--- src/rtl/ddr4_v2_2_cal_rd_return_pkg.sv ---
// Shared types and helpers for the read-return tracker: entry layout, timestamp width
// and the per-rank latency-limit calculation.
package ddr4_v2_2_cal_rd_return_pkg;

  localparam int TS_W     = 8;
  localparam int RD_TAG_W = 8;

  typedef struct packed {
    logic [RD_TAG_W-1:0] tag;
    logic [1:0]          rank;
    logic                slot2;
    logic [TS_W-1:0]     ts;
  } rd_return_entry_t;

  // mCL is in tCK and a fabric cycle is 4 tCK, so round the latency up to whole cycles.
  function automatic logic [7:0] calc_lim(input logic [5:0] mcl,
                                          input int extra_cmd_delay,
                                          input int to_margin);
    int sum;
    sum = ((int'(mcl) + 3) >> 2) + extra_cmd_delay + to_margin + 2;
    return sum[7:0];
  endfunction

endpackage

--- src/rtl/ddr4_v2_2_cal_rd_return_if.sv ---
// Bus between the read-CAS issue path / XiPhy and the read-return tracker.
interface ddr4_v2_2_cal_rd_return_if #(
    parameter int DEPTH = 16,
    parameter int TAG_W = 8
);
    // Pulse semantics, no backpressure: rdCAS and rdDataVld are single-cycle events that the
    // tracker must accept in the cycle they are high; rtnVld is a one-cycle pulse and the
    // consumer must take rtnTag/rtnRank/rtnSlot2 in that same cycle.
    logic                   rdCAS;
    logic [1:0]             casSlot;
    logic [1:0]             winRank;
    logic [TAG_W-1:0]       rdTag;
    logic [5:0]             mCL0;
    logic [5:0]             mCL1;
    logic [5:0]             mCL2;
    logic [5:0]             mCL3;
    logic                   rdDataVld;
    logic                   errClr;
    logic                   rtnVld;
    logic [TAG_W-1:0]       rtnTag;
    logic [1:0]             rtnRank;
    logic                   rtnSlot2;
    logic [$clog2(DEPTH):0] outstanding;
    logic                   full;
    logic                   errOverflow;
    logic                   errUnexpected;
    logic                   errTimeout;

    modport master (
        output rdCAS, casSlot, winRank, rdTag, mCL0, mCL1, mCL2, mCL3, rdDataVld, errClr,
        input  rtnVld, rtnTag, rtnRank, rtnSlot2, outstanding, full,
               errOverflow, errUnexpected, errTimeout
    );

    modport slave (
        input  rdCAS, casSlot, winRank, rdTag, mCL0, mCL1, mCL2, mCL3, rdDataVld, errClr,
        output rtnVld, rtnTag, rtnRank, rtnSlot2, outstanding, full,
               errOverflow, errUnexpected, errTimeout
    );
endinterface

--- src/rtl/ddr4_v2_2_cal_rd_return_fifo.sv ---
// Synchronous DEPTH-entry FIFO with an occupancy counter; head entry is read combinationally.
module ddr4_v2_2_cal_rd_return_fifo #(
    parameter int DEPTH = 16,
    parameter int W     = 19
) (
    input  logic                   clk,
    input  logic                   rst,
    input  logic                   push,
    input  logic [W-1:0]           push_data,
    input  logic                   pop,
    output logic [W-1:0]           pop_data,
    output logic [$clog2(DEPTH):0] count,
    output logic                   empty,
    output logic                   full
);
    localparam int PTR_W = $clog2(DEPTH);

    logic [W-1:0]     mem [DEPTH];
    logic [PTR_W-1:0] wr_ptr;
    logic [PTR_W-1:0] rd_ptr;
    logic             push_ok;
    logic             pop_ok;

    // Status comes from the counter so a full FIFO never aliases to empty on pointer wrap.
    assign empty    = (count == '0);
    assign full     = (count == ($clog2(DEPTH)+1)'(DEPTH));
    assign push_ok  = push && !full;
    assign pop_ok   = pop && !empty;
    assign pop_data = mem[rd_ptr];

    always_ff @(posedge clk) begin
        if (push_ok) begin
            mem[wr_ptr] <= push_data;
        end
    end

    always_ff @(posedge clk) begin
        if (rst) begin
            wr_ptr <= '0;
            rd_ptr <= '0;
            count  <= '0;
        end else begin
            if (push_ok) wr_ptr <= wr_ptr + 1'b1;
            if (pop_ok)  rd_ptr <= rd_ptr + 1'b1;
            case ({push_ok, pop_ok})
                2'b10:   count <= count + 1'b1;
                2'b01:   count <= count - 1'b1;
                default: count <= count;
            endcase
        end
    end
endmodule

--- src/rtl/ddr4_v2_2_cal_rd_return.sv ---
// Pairs issued read CASes in order with PHY read-data-valid pulses and tags each returned
// burst; flags overflow, unexpected data and reads that outlive their rank's latency limit.
module ddr4_v2_2_cal_rd_return
    import ddr4_v2_2_cal_rd_return_pkg::*;
#(
    parameter int DEPTH           = 16,
    parameter int TAG_W           = RD_TAG_W,
    parameter int EXTRA_CMD_DELAY = 0,
    parameter int TO_MARGIN       = 8
) (
    input logic                     clk,
    input logic                     rst,
    ddr4_v2_2_cal_rd_return_if.slave bus
);
    localparam int CNT_W = $clog2(DEPTH) + 1;
    localparam int ENT_W = $bits(rd_return_entry_t);

    logic [TS_W-1:0]  now_q;
    logic [7:0]       lim_q [4];
    logic [5:0]       mcl [4];
    rd_return_entry_t push_ent;
    rd_return_entry_t head_ent;
    logic [ENT_W-1:0] head_bits;
    logic [CNT_W-1:0] count;
    logic             fifo_empty;
    logic             fifo_full;
    logic [TS_W-1:0]  head_age;
    logic             push;
    logic             data_pop;
    logic             timeout_pop;
    logic             set_ovf;
    logic             set_unx;

    logic             rtn_vld_q;
    logic [TAG_W-1:0] rtn_tag_q;
    logic [1:0]       rtn_rank_q;
    logic             rtn_slot2_q;
    logic             err_ovf_q;
    logic             err_unx_q;
    logic             err_to_q;
    logic             unused_slot_lsb;

    assign mcl[0] = bus.mCL0;
    assign mcl[1] = bus.mCL1;
    assign mcl[2] = bus.mCL2;
    assign mcl[3] = bus.mCL3;

    // Only slot 0 or 2 is ever issued, so bit 1 alone identifies the slot.
    assign unused_slot_lsb = bus.casSlot[0];

    assign push_ent = '{tag: bus.rdTag, rank: bus.winRank, slot2: bus.casSlot[1], ts: now_q};
    assign head_ent = head_bits;

    // Modular subtraction keeps the age correct across timestamp wrap.
    assign head_age    = now_q - head_ent.ts;
    assign data_pop    = bus.rdDataVld && !fifo_empty;
    assign timeout_pop = !fifo_empty && !bus.rdDataVld && (head_age > lim_q[head_ent.rank]);
    assign push        = bus.rdCAS && !fifo_full;
    assign set_ovf     = bus.rdCAS && fifo_full;
    assign set_unx     = bus.rdDataVld && fifo_empty;

    ddr4_v2_2_cal_rd_return_fifo #(
        .DEPTH (DEPTH),
        .W     (ENT_W)
    ) u_fifo (
        .clk       (clk),
        .rst       (rst),
        .push      (push),
        .push_data (push_ent),
        .pop       (data_pop || timeout_pop),
        .pop_data  (head_bits),
        .count     (count),
        .empty     (fifo_empty),
        .full      (fifo_full)
    );

    always_ff @(posedge clk) begin
        if (rst) begin
            now_q <= '0;
            for (int r = 0; r < 4; r++) lim_q[r] <= '0;
        end else begin
            now_q <= now_q + TS_W'(1);
            for (int r = 0; r < 4; r++) lim_q[r] <= calc_lim(mcl[r], EXTRA_CMD_DELAY, TO_MARGIN);
        end
    end

    always_ff @(posedge clk) begin
        if (rst) begin
            rtn_vld_q   <= 1'b0;
            rtn_tag_q   <= '0;
            rtn_rank_q  <= '0;
            rtn_slot2_q <= 1'b0;
        end else begin
            rtn_vld_q <= data_pop;
            if (data_pop) begin
                rtn_tag_q   <= head_ent.tag;
                rtn_rank_q  <= head_ent.rank;
                rtn_slot2_q <= head_ent.slot2;
            end
        end
    end

    // Sticky flags: a new error in the same cycle as errClr still lands.
    always_ff @(posedge clk) begin
        if (rst) begin
            err_ovf_q <= 1'b0;
            err_unx_q <= 1'b0;
            err_to_q  <= 1'b0;
        end else begin
            err_ovf_q <= set_ovf     || (err_ovf_q && !bus.errClr);
            err_unx_q <= set_unx     || (err_unx_q && !bus.errClr);
            err_to_q  <= timeout_pop || (err_to_q  && !bus.errClr);
        end
    end

    assign bus.rtnVld        = rtn_vld_q;
    assign bus.rtnTag        = rtn_tag_q;
    assign bus.rtnRank       = rtn_rank_q;
    assign bus.rtnSlot2      = rtn_slot2_q;
    assign bus.outstanding   = count;
    assign bus.full          = fifo_full;
    assign bus.errOverflow   = err_ovf_q;
    assign bus.errUnexpected = err_unx_q;
    assign bus.errTimeout    = err_to_q;
endmodule

--- src/flat_wrapper.sv ---
// flat-port wrapper written by rule: the top's interface ports become plain ports
module ddr4_v2_2_cal_rd_return_flat import ddr4_v2_2_cal_rd_return_pkg::*;
#(
    parameter int DEPTH           = 16,
    parameter int TAG_W           = RD_TAG_W,
    parameter int EXTRA_CMD_DELAY = 0,
    parameter int TO_MARGIN       = 8
)
  (clk, rst, bus_rdCAS, bus_casSlot, bus_winRank, bus_rdTag, bus_mCL0, bus_mCL1, bus_mCL2, bus_mCL3, bus_rdDataVld, bus_errClr, bus_rtnVld, bus_rtnTag, bus_rtnRank, bus_rtnSlot2, bus_outstanding, bus_full, bus_errOverflow, bus_errUnexpected, bus_errTimeout);
  ddr4_v2_2_cal_rd_return_if #(.DEPTH(DEPTH), .TAG_W(TAG_W)) bus_i ();
  input logic clk;
  input logic rst;
  input wire logic [$bits(bus_i.rdCAS)-1:0] bus_rdCAS;
  input wire logic [$bits(bus_i.casSlot)-1:0] bus_casSlot;
  input wire logic [$bits(bus_i.winRank)-1:0] bus_winRank;
  input wire logic [$bits(bus_i.rdTag)-1:0] bus_rdTag;
  input wire logic [$bits(bus_i.mCL0)-1:0] bus_mCL0;
  input wire logic [$bits(bus_i.mCL1)-1:0] bus_mCL1;
  input wire logic [$bits(bus_i.mCL2)-1:0] bus_mCL2;
  input wire logic [$bits(bus_i.mCL3)-1:0] bus_mCL3;
  input wire logic [$bits(bus_i.rdDataVld)-1:0] bus_rdDataVld;
  input wire logic [$bits(bus_i.errClr)-1:0] bus_errClr;
  output wire logic [$bits(bus_i.rtnVld)-1:0] bus_rtnVld;
  output wire logic [$bits(bus_i.rtnTag)-1:0] bus_rtnTag;
  output wire logic [$bits(bus_i.rtnRank)-1:0] bus_rtnRank;
  output wire logic [$bits(bus_i.rtnSlot2)-1:0] bus_rtnSlot2;
  output wire logic [$bits(bus_i.outstanding)-1:0] bus_outstanding;
  output wire logic [$bits(bus_i.full)-1:0] bus_full;
  output wire logic [$bits(bus_i.errOverflow)-1:0] bus_errOverflow;
  output wire logic [$bits(bus_i.errUnexpected)-1:0] bus_errUnexpected;
  output wire logic [$bits(bus_i.errTimeout)-1:0] bus_errTimeout;
  assign bus_i.rdCAS = bus_rdCAS;
  assign bus_i.casSlot = bus_casSlot;
  assign bus_i.winRank = bus_winRank;
  assign bus_i.rdTag = bus_rdTag;
  assign bus_i.mCL0 = bus_mCL0;
  assign bus_i.mCL1 = bus_mCL1;
  assign bus_i.mCL2 = bus_mCL2;
  assign bus_i.mCL3 = bus_mCL3;
  assign bus_i.rdDataVld = bus_rdDataVld;
  assign bus_i.errClr = bus_errClr;
  assign bus_rtnVld = bus_i.rtnVld;
  assign bus_rtnTag = bus_i.rtnTag;
  assign bus_rtnRank = bus_i.rtnRank;
  assign bus_rtnSlot2 = bus_i.rtnSlot2;
  assign bus_outstanding = bus_i.outstanding;
  assign bus_full = bus_i.full;
  assign bus_errOverflow = bus_i.errOverflow;
  assign bus_errUnexpected = bus_i.errUnexpected;
  assign bus_errTimeout = bus_i.errTimeout;
  ddr4_v2_2_cal_rd_return #(.DEPTH(DEPTH), .TAG_W(TAG_W), .EXTRA_CMD_DELAY(EXTRA_CMD_DELAY), .TO_MARGIN(TO_MARGIN)) u_core (.clk(clk), .rst(rst), .bus(bus_i));
endmodule
--- config.mk ---
export PLATFORM = sky130hd
export DESIGN_NAME = ddr4_v2_2_cal_rd_return_flat
export DESIGN_NICKNAME = d
export VERILOG_FILES = /design/src/rtl/ddr4_v2_2_cal_rd_return_pkg.sv /design/src/rtl/ddr4_v2_2_cal_rd_return_if.sv /design/src/rtl/ddr4_v2_2_cal_rd_return_fifo.sv /design/src/rtl/ddr4_v2_2_cal_rd_return.sv /design/src/flat_wrapper.sv
export SDC_FILE = /design/constraint.sdc
export NUM_CORES = 1
export LEC_CHECK = 0
export CAP_MARGIN = 20
export CELL_PAD_IN_SITES_DETAIL_PLACEMENT = 1
export CELL_PAD_IN_SITES_GLOBAL_PLACEMENT = 1
export CORE_AREA = 2 2 185 187
export CTS_CLUSTER_SIZE = 30
export DETAILED_ROUTE_END_ITERATION = 10
export DIE_AREA = 0 0 187 189
export PLACE_DENSITY_LB_ADDON = 0.1
export SYNTH_ARGS = -nofsm -noshare
export SYNTH_HDL_FRONTEND = slang
export SYNTH_HIERARCHICAL = 1
export SYNTH_SLANG_ARGS = --single-unit
--- constraint.sdc ---
create_clock -name clk -period 6.2 [get_ports clk]
set_clock_uncertainty 0.1 [all_clocks]
set_input_delay 0.62 -clock clk [delete_from_list [all_inputs] [get_ports clk]]
set_output_delay 0.62 -clock clk [all_outputs]
set_load 0.01 [all_outputs]
# Word level (Yosys, flattened, before mapping)
# Memory sizes are Yosys's and may differ from the RTL's. A register that Yosys moved wholly into a read port is not among the register bits.
# Index checks and enable logic that the tools add are counted.
# word_totals
register_bits,36
latchBits,0
mem_bits_rw,336
romBits,0
output_inout_bits,21
wordCells,72
memories,2
# memory_table
memory,depth,word_bits,rd,rd_clocked_by_memory_dff,wr,line_no,source
u_core.u_fifo.mem,16,19,1,1,1,ddr4_v2_2_cal_rd_return_fifo.sv:18,logic [W-1:0] mem [DEPTH];
u_core.lim_q,4,8,1,0,4,ddr4_v2_2_cal_rd_return.sv:19,logic [7:0] lim_q [4];
# op_classes
addsub,18
mul,0
div,0
n_lt_le_gt_ge,1
eq_ne,3
n_shift,0
muxes,12
n_bitwise,4
n_reduce_logical,21
# ops
cell,n
$add A8 B3 Y8 const B,4
$add A8 B4 Y8 const B,4
$mux W8,4
$add A6 B2 Y7 const B,4
$logic_and A1 B1 Y1,11
$pmux W5 S2,1
$add A4 B1 Y4 const B,2
$add A8 B1 Y8 const B,1
$gt A8 B8 Y1,1
$mux W4,2
$sub A8 B8 Y8,1
$add A5 B1 Y5 const B,1
$eq A5 B5 Y1 const B,1
$logic_not A5 Y1,1
$mux W1,5
$sub A5 B1 Y5 const B,1
$logic_not A1 Y1,4
$logic_or A1 B1 Y1,4
$or A1 B1 Y1,4
$eq A2 B1 Y1 const B,1
$eq A2 B2 Y1 const B,1
$reduce_bool A2 Y1,1

# Longest topological paths before layout
# logic_depth
ltp_word,8
mapped_depth,27
depth_no_buf,23

# By module
# The synthesis kept the hierarchy.
# modules_own_cells
module,instances,cells_each,area_each_um2,seq_area_each_um2
ddr4_v2_2_cal_rd_return_fifo,1,548,12425.7,9469.1
ddr4_v2_2_cal_rd_return,1,270,2374.8,940.9

# Worst setup path after synthesis
# No wires, ideal clock.
# synth_path
kind,reg2reg
start,register with a tool-made name
end,register u_core.u_fifo.count[2]
setup_ns,0.070
arrival_time_ns,5.472
required_ns,6.030
slack_ns,0.558
stages_incl_launch_ff,28
n_path_buf,4
period_less_slack_ns,5.642
cell_sequence,dfxtp_1 > clkbuf_1 > buf_6 > buf_6 > mux4_2 > mux4_2 > inv_1 > ha_1 > o21ai_0 > a21oi_1 > o21a_1 > nor2_1 > xnor2_1 > ha_1 > a21o_1 > a211oi_1 > a21oi_1 > nor4_1 > a21oi_1 > o21ai_2 > inv_1 > ha_1 > clkbuf_1 > xor2_1 > ha_1 > o21a_1 > or4_1 > a21oi_1
# synth_rtl
item,line_no,source
end signal: assignment,ddr4_v2_2_cal_rd_return_fifo.sv:46,2'b10: count <= count + 1'b1;
end signal: assignment,ddr4_v2_2_cal_rd_return_fifo.sv:47,2'b01: count <= count - 1'b1;
end signal: assignment,ddr4_v2_2_cal_rd_return_fifo.sv:48,default: count <= count;
end: declaration,ddr4_v2_2_cal_rd_return_fifo.sv:12,"output logic [$clog2(DEPTH):0] count,"

==> out/metrics.yaml <==
crit_required_ns: 6.56
ys_warn_count: 6
ant_nets: 0
yosys.area.top_type: "edfxtp_1"
cp.arrival_ns: 6.08
hold_path.class: "reg -> reg"
gp_congestion: 0.761
antenna_found_initial: 1
area_growth_pct: 17.3
power.leakage_nw: 5.63
setup_viol: 0
synth_edf_count: 304
ys.flop_type: "edfxtp_1"
port_buffers: 60
clk_latency_ns: 0.53
worstSetupEndpointType: "register"
dr.pass1.iters: 4
num-nets-final: 965
dp_cells: 1304
finalWorstSetupSlack_ns: 0.481
worst_pin_slew_ns: 1.02
peakVddDrop_uv: 224
cts.clk_slew.worst_paths_ns: 0.06
netlist.area_leader.share_pct: 61.7
gr-total-overflow: 0
grt_pass1_vias: 8521
n_fill_cell: 3059
synth_nets: 886
core_um2: 33300
slew_viol_final: 0
post-place-ws_ns: 0.377
grt_max_degree: 69
via_per_inst: 5.63
drive_above_1_share_pct: 21.7
hpwl_um: 20200
ys_seq_elements: 368
remaining_drc_errors: 0
maxCapViolations: 0
min_period_ns: 5.72
fmax_mhz: 175
wl_um: 34700
start_kind: "register"
p_total_w: 0.00682
io_pins: 62
yosys-top-cells-count: "edfxtp_1 (304), mux4_2 (101), dfxtp_1 (64), nor2_1 (52), nand2_1 (40)"
setup_tns_ns: 0
synth.avg_cell_area_um2: 18.1
netlist_instances: 818
synthDistinctLibCells: 48
final_cell_count_no_fill: 1376
grt_util_all_layers_pct: 20.4
multi_input_area_um2: 4220
hold_buffers: 0
clk_path_buf_depth: 3
start_util_pct: 44.5
yosysMostFrequentCell: "edfxtp_1"
synth_area_um2: 14800
drt_iter0_drc: 488
synth_top_cells_by_area: "edfxtp_1 (62%), mux4_2 (15%), dfxtp_1 (8.7%)"
area.sequential_um2: 10400
cts_htree_levels: 2
post-route-util_pct: 52.1
avgRoutedWirePerCell_um: 25.2
path_class: "reg -> reg"
min_period_over_period_pct: 92.2
rows: 67
cts_sinks: 368
yosysSeqAreaShare_pct: 70.3
status: "complete, no violations"
die_w_um: 187
cts-buffers-inserted: 39
p_per_area_nw_per_um2: 393
antennaDiodeCount: 0
crit_fanout: 26
root_buffer: "clkbuf_16"
dieArea_um2: 35300
maxSlewHeadroom_pct: 31.7
finalHoldViolCount: 0
vias: 7746
grt_pass1_wl_um: 53600
async_reset_ff_share_pct: 0
cts_tree: "yes"
die_h_um: 189
## kinds of logic after synthesis
family                   count (synthesis)  synth area share [%]
flip-flops                             368                  70.3
adder cells (fa/ha/maj)                 27                  2.33
AND/OR/NAND/NOR                        154                  4.84
multiplexers                           105                  15.6
buffers and inverters                   64                  1.97
AO/OA/AOI/OAI                           65                  2.81
XOR/XNOR                                35                  2.07
## metal layers
metal  up-vias  wire [um]  GRT usage [%]
met5         -         16              0
met4         2        834           5.71
met3        61       1760           3.26
met2       218      17100           34.8
met1      4084      15000           27.3
li1       3381          -              -
## per-stage QoR
stage | hold WS (ns) | instance area [um2]
after global routing | 0.390 | 17400
after floorplan | 0.381 | 14800
after global placement | 0.351 | 16000
after CTS | 0.364 | 17300
after detailed placement | 0.355 | 16000
final | 0.364 | 17400
## registers in the layout, indices dropped and copies added, names as in the netlist, named ones only
name                      cells
u_core/bus.errUnexpected      1
u_core/bus.errTimeout         1
u_core/lim_q                 24
u_core/bus.rtnSlot2           1
u_core/u_fifo/mem           304
u_core/now_q                  8
u_core/bus.rtnRank            2
u_core/u_fifo/rd_ptr          4
u_core/bus.rtnVld             1
u_core/u_fifo/count           5
u_core/bus.errOverflow        1
u_core/u_fifo/wr_ptr          4
u_core/bus.rtnTag             8
## layout make-up
class / instances / share of cell area [%]
Inverter: 25 / 0.541
Clock inverter: 19 / 1.33
Tap cell: 448 / 3.23
Timing Repair Buffer: 77 / 4.33
Multi-Input combinational cell: 386 / 24.3
Clock buffer: 53 / 6.21
Sequential cell: 368 / 60.0
## worst max-delay path, stage by stage, from the launching register on
cell	delay (ns)
dfxtp_4	0.36
buf_12	0.22
mux4_2	0.53
mux4_2	0.48
inv_1	0.09
ha_1	0.27
o21ai_0	0.25
a21oi_2	0.09
o21a_1	0.18
nor2_1	0.11
xnor2_1	0.13
ha_1	0.26
a21o_1	0.20
a211oi_1	0.21
a21oi_1	0.15
nor4_2	0.29
a21oi_1	0.15
o21ai_2	0.16
inv_1	0.10
ha_2	0.19
xor2_1	0.14
ha_1	0.22
o21a_1	0.20
or4_1	0.40
a21oi_1	0.15
## power by group
| group | internal [W] | switching [W] |
|---|---|---|
| registers | 0.00282 | 0.0000997 |
| logic | 0.000718 | 0.000831 |
| clock network | 0.00140 | 0.000945 |
## cells in the final DEF, fill, tap and decap left out, types with 6 or more instances in the layout
master / count
xnor2_1: 13
clkbuf_16: 39
nand3_1: 9
clkdlybuf4s50_1: 59
inv_1: 24
nand2_1: 40
nand2b_1: 6
nor3_1: 16
buf_4: 14
o21ai_0: 8
dfxtp_1: 62
a21oi_1: 24
nor2b_1: 9
ha_1: 25
nor2_1: 40
mux4_2: 101
o21a_1: 10
clkbuf_1: 9
xor2_1: 22
edfxtp_1: 304
nor2_4: 12
## worst paths after layout
check,cells past startpoint,end,from,slack (ns)
max reg2reg,24,u_core/u_fifo/count[2]$_SDFFE_PP0P_,register,0.48
max,24,u_core/u_fifo/count[2]$_SDFFE_PP0P_,register,0.48
min,2,u_core/bus.rtnTag[7]$_SDFFE_PP0P_,u_core/bus.rtnTag[7]$_SDFFE_PP0P_,0.36
min reg2reg,2,u_core/bus.rtnTag[7]$_SDFFE_PP0P_,u_core/bus.rtnTag[7]$_SDFFE_PP0P_,0.36
## timing repair
| action | CTS | global route |
|---|---|---|
| buffers inserted | 0 | 0 |
| setup endpoints to repair | 0 | 3 |
| gates resized for setup | 0 | 4 |
Power figures use the tool's default switching activity.
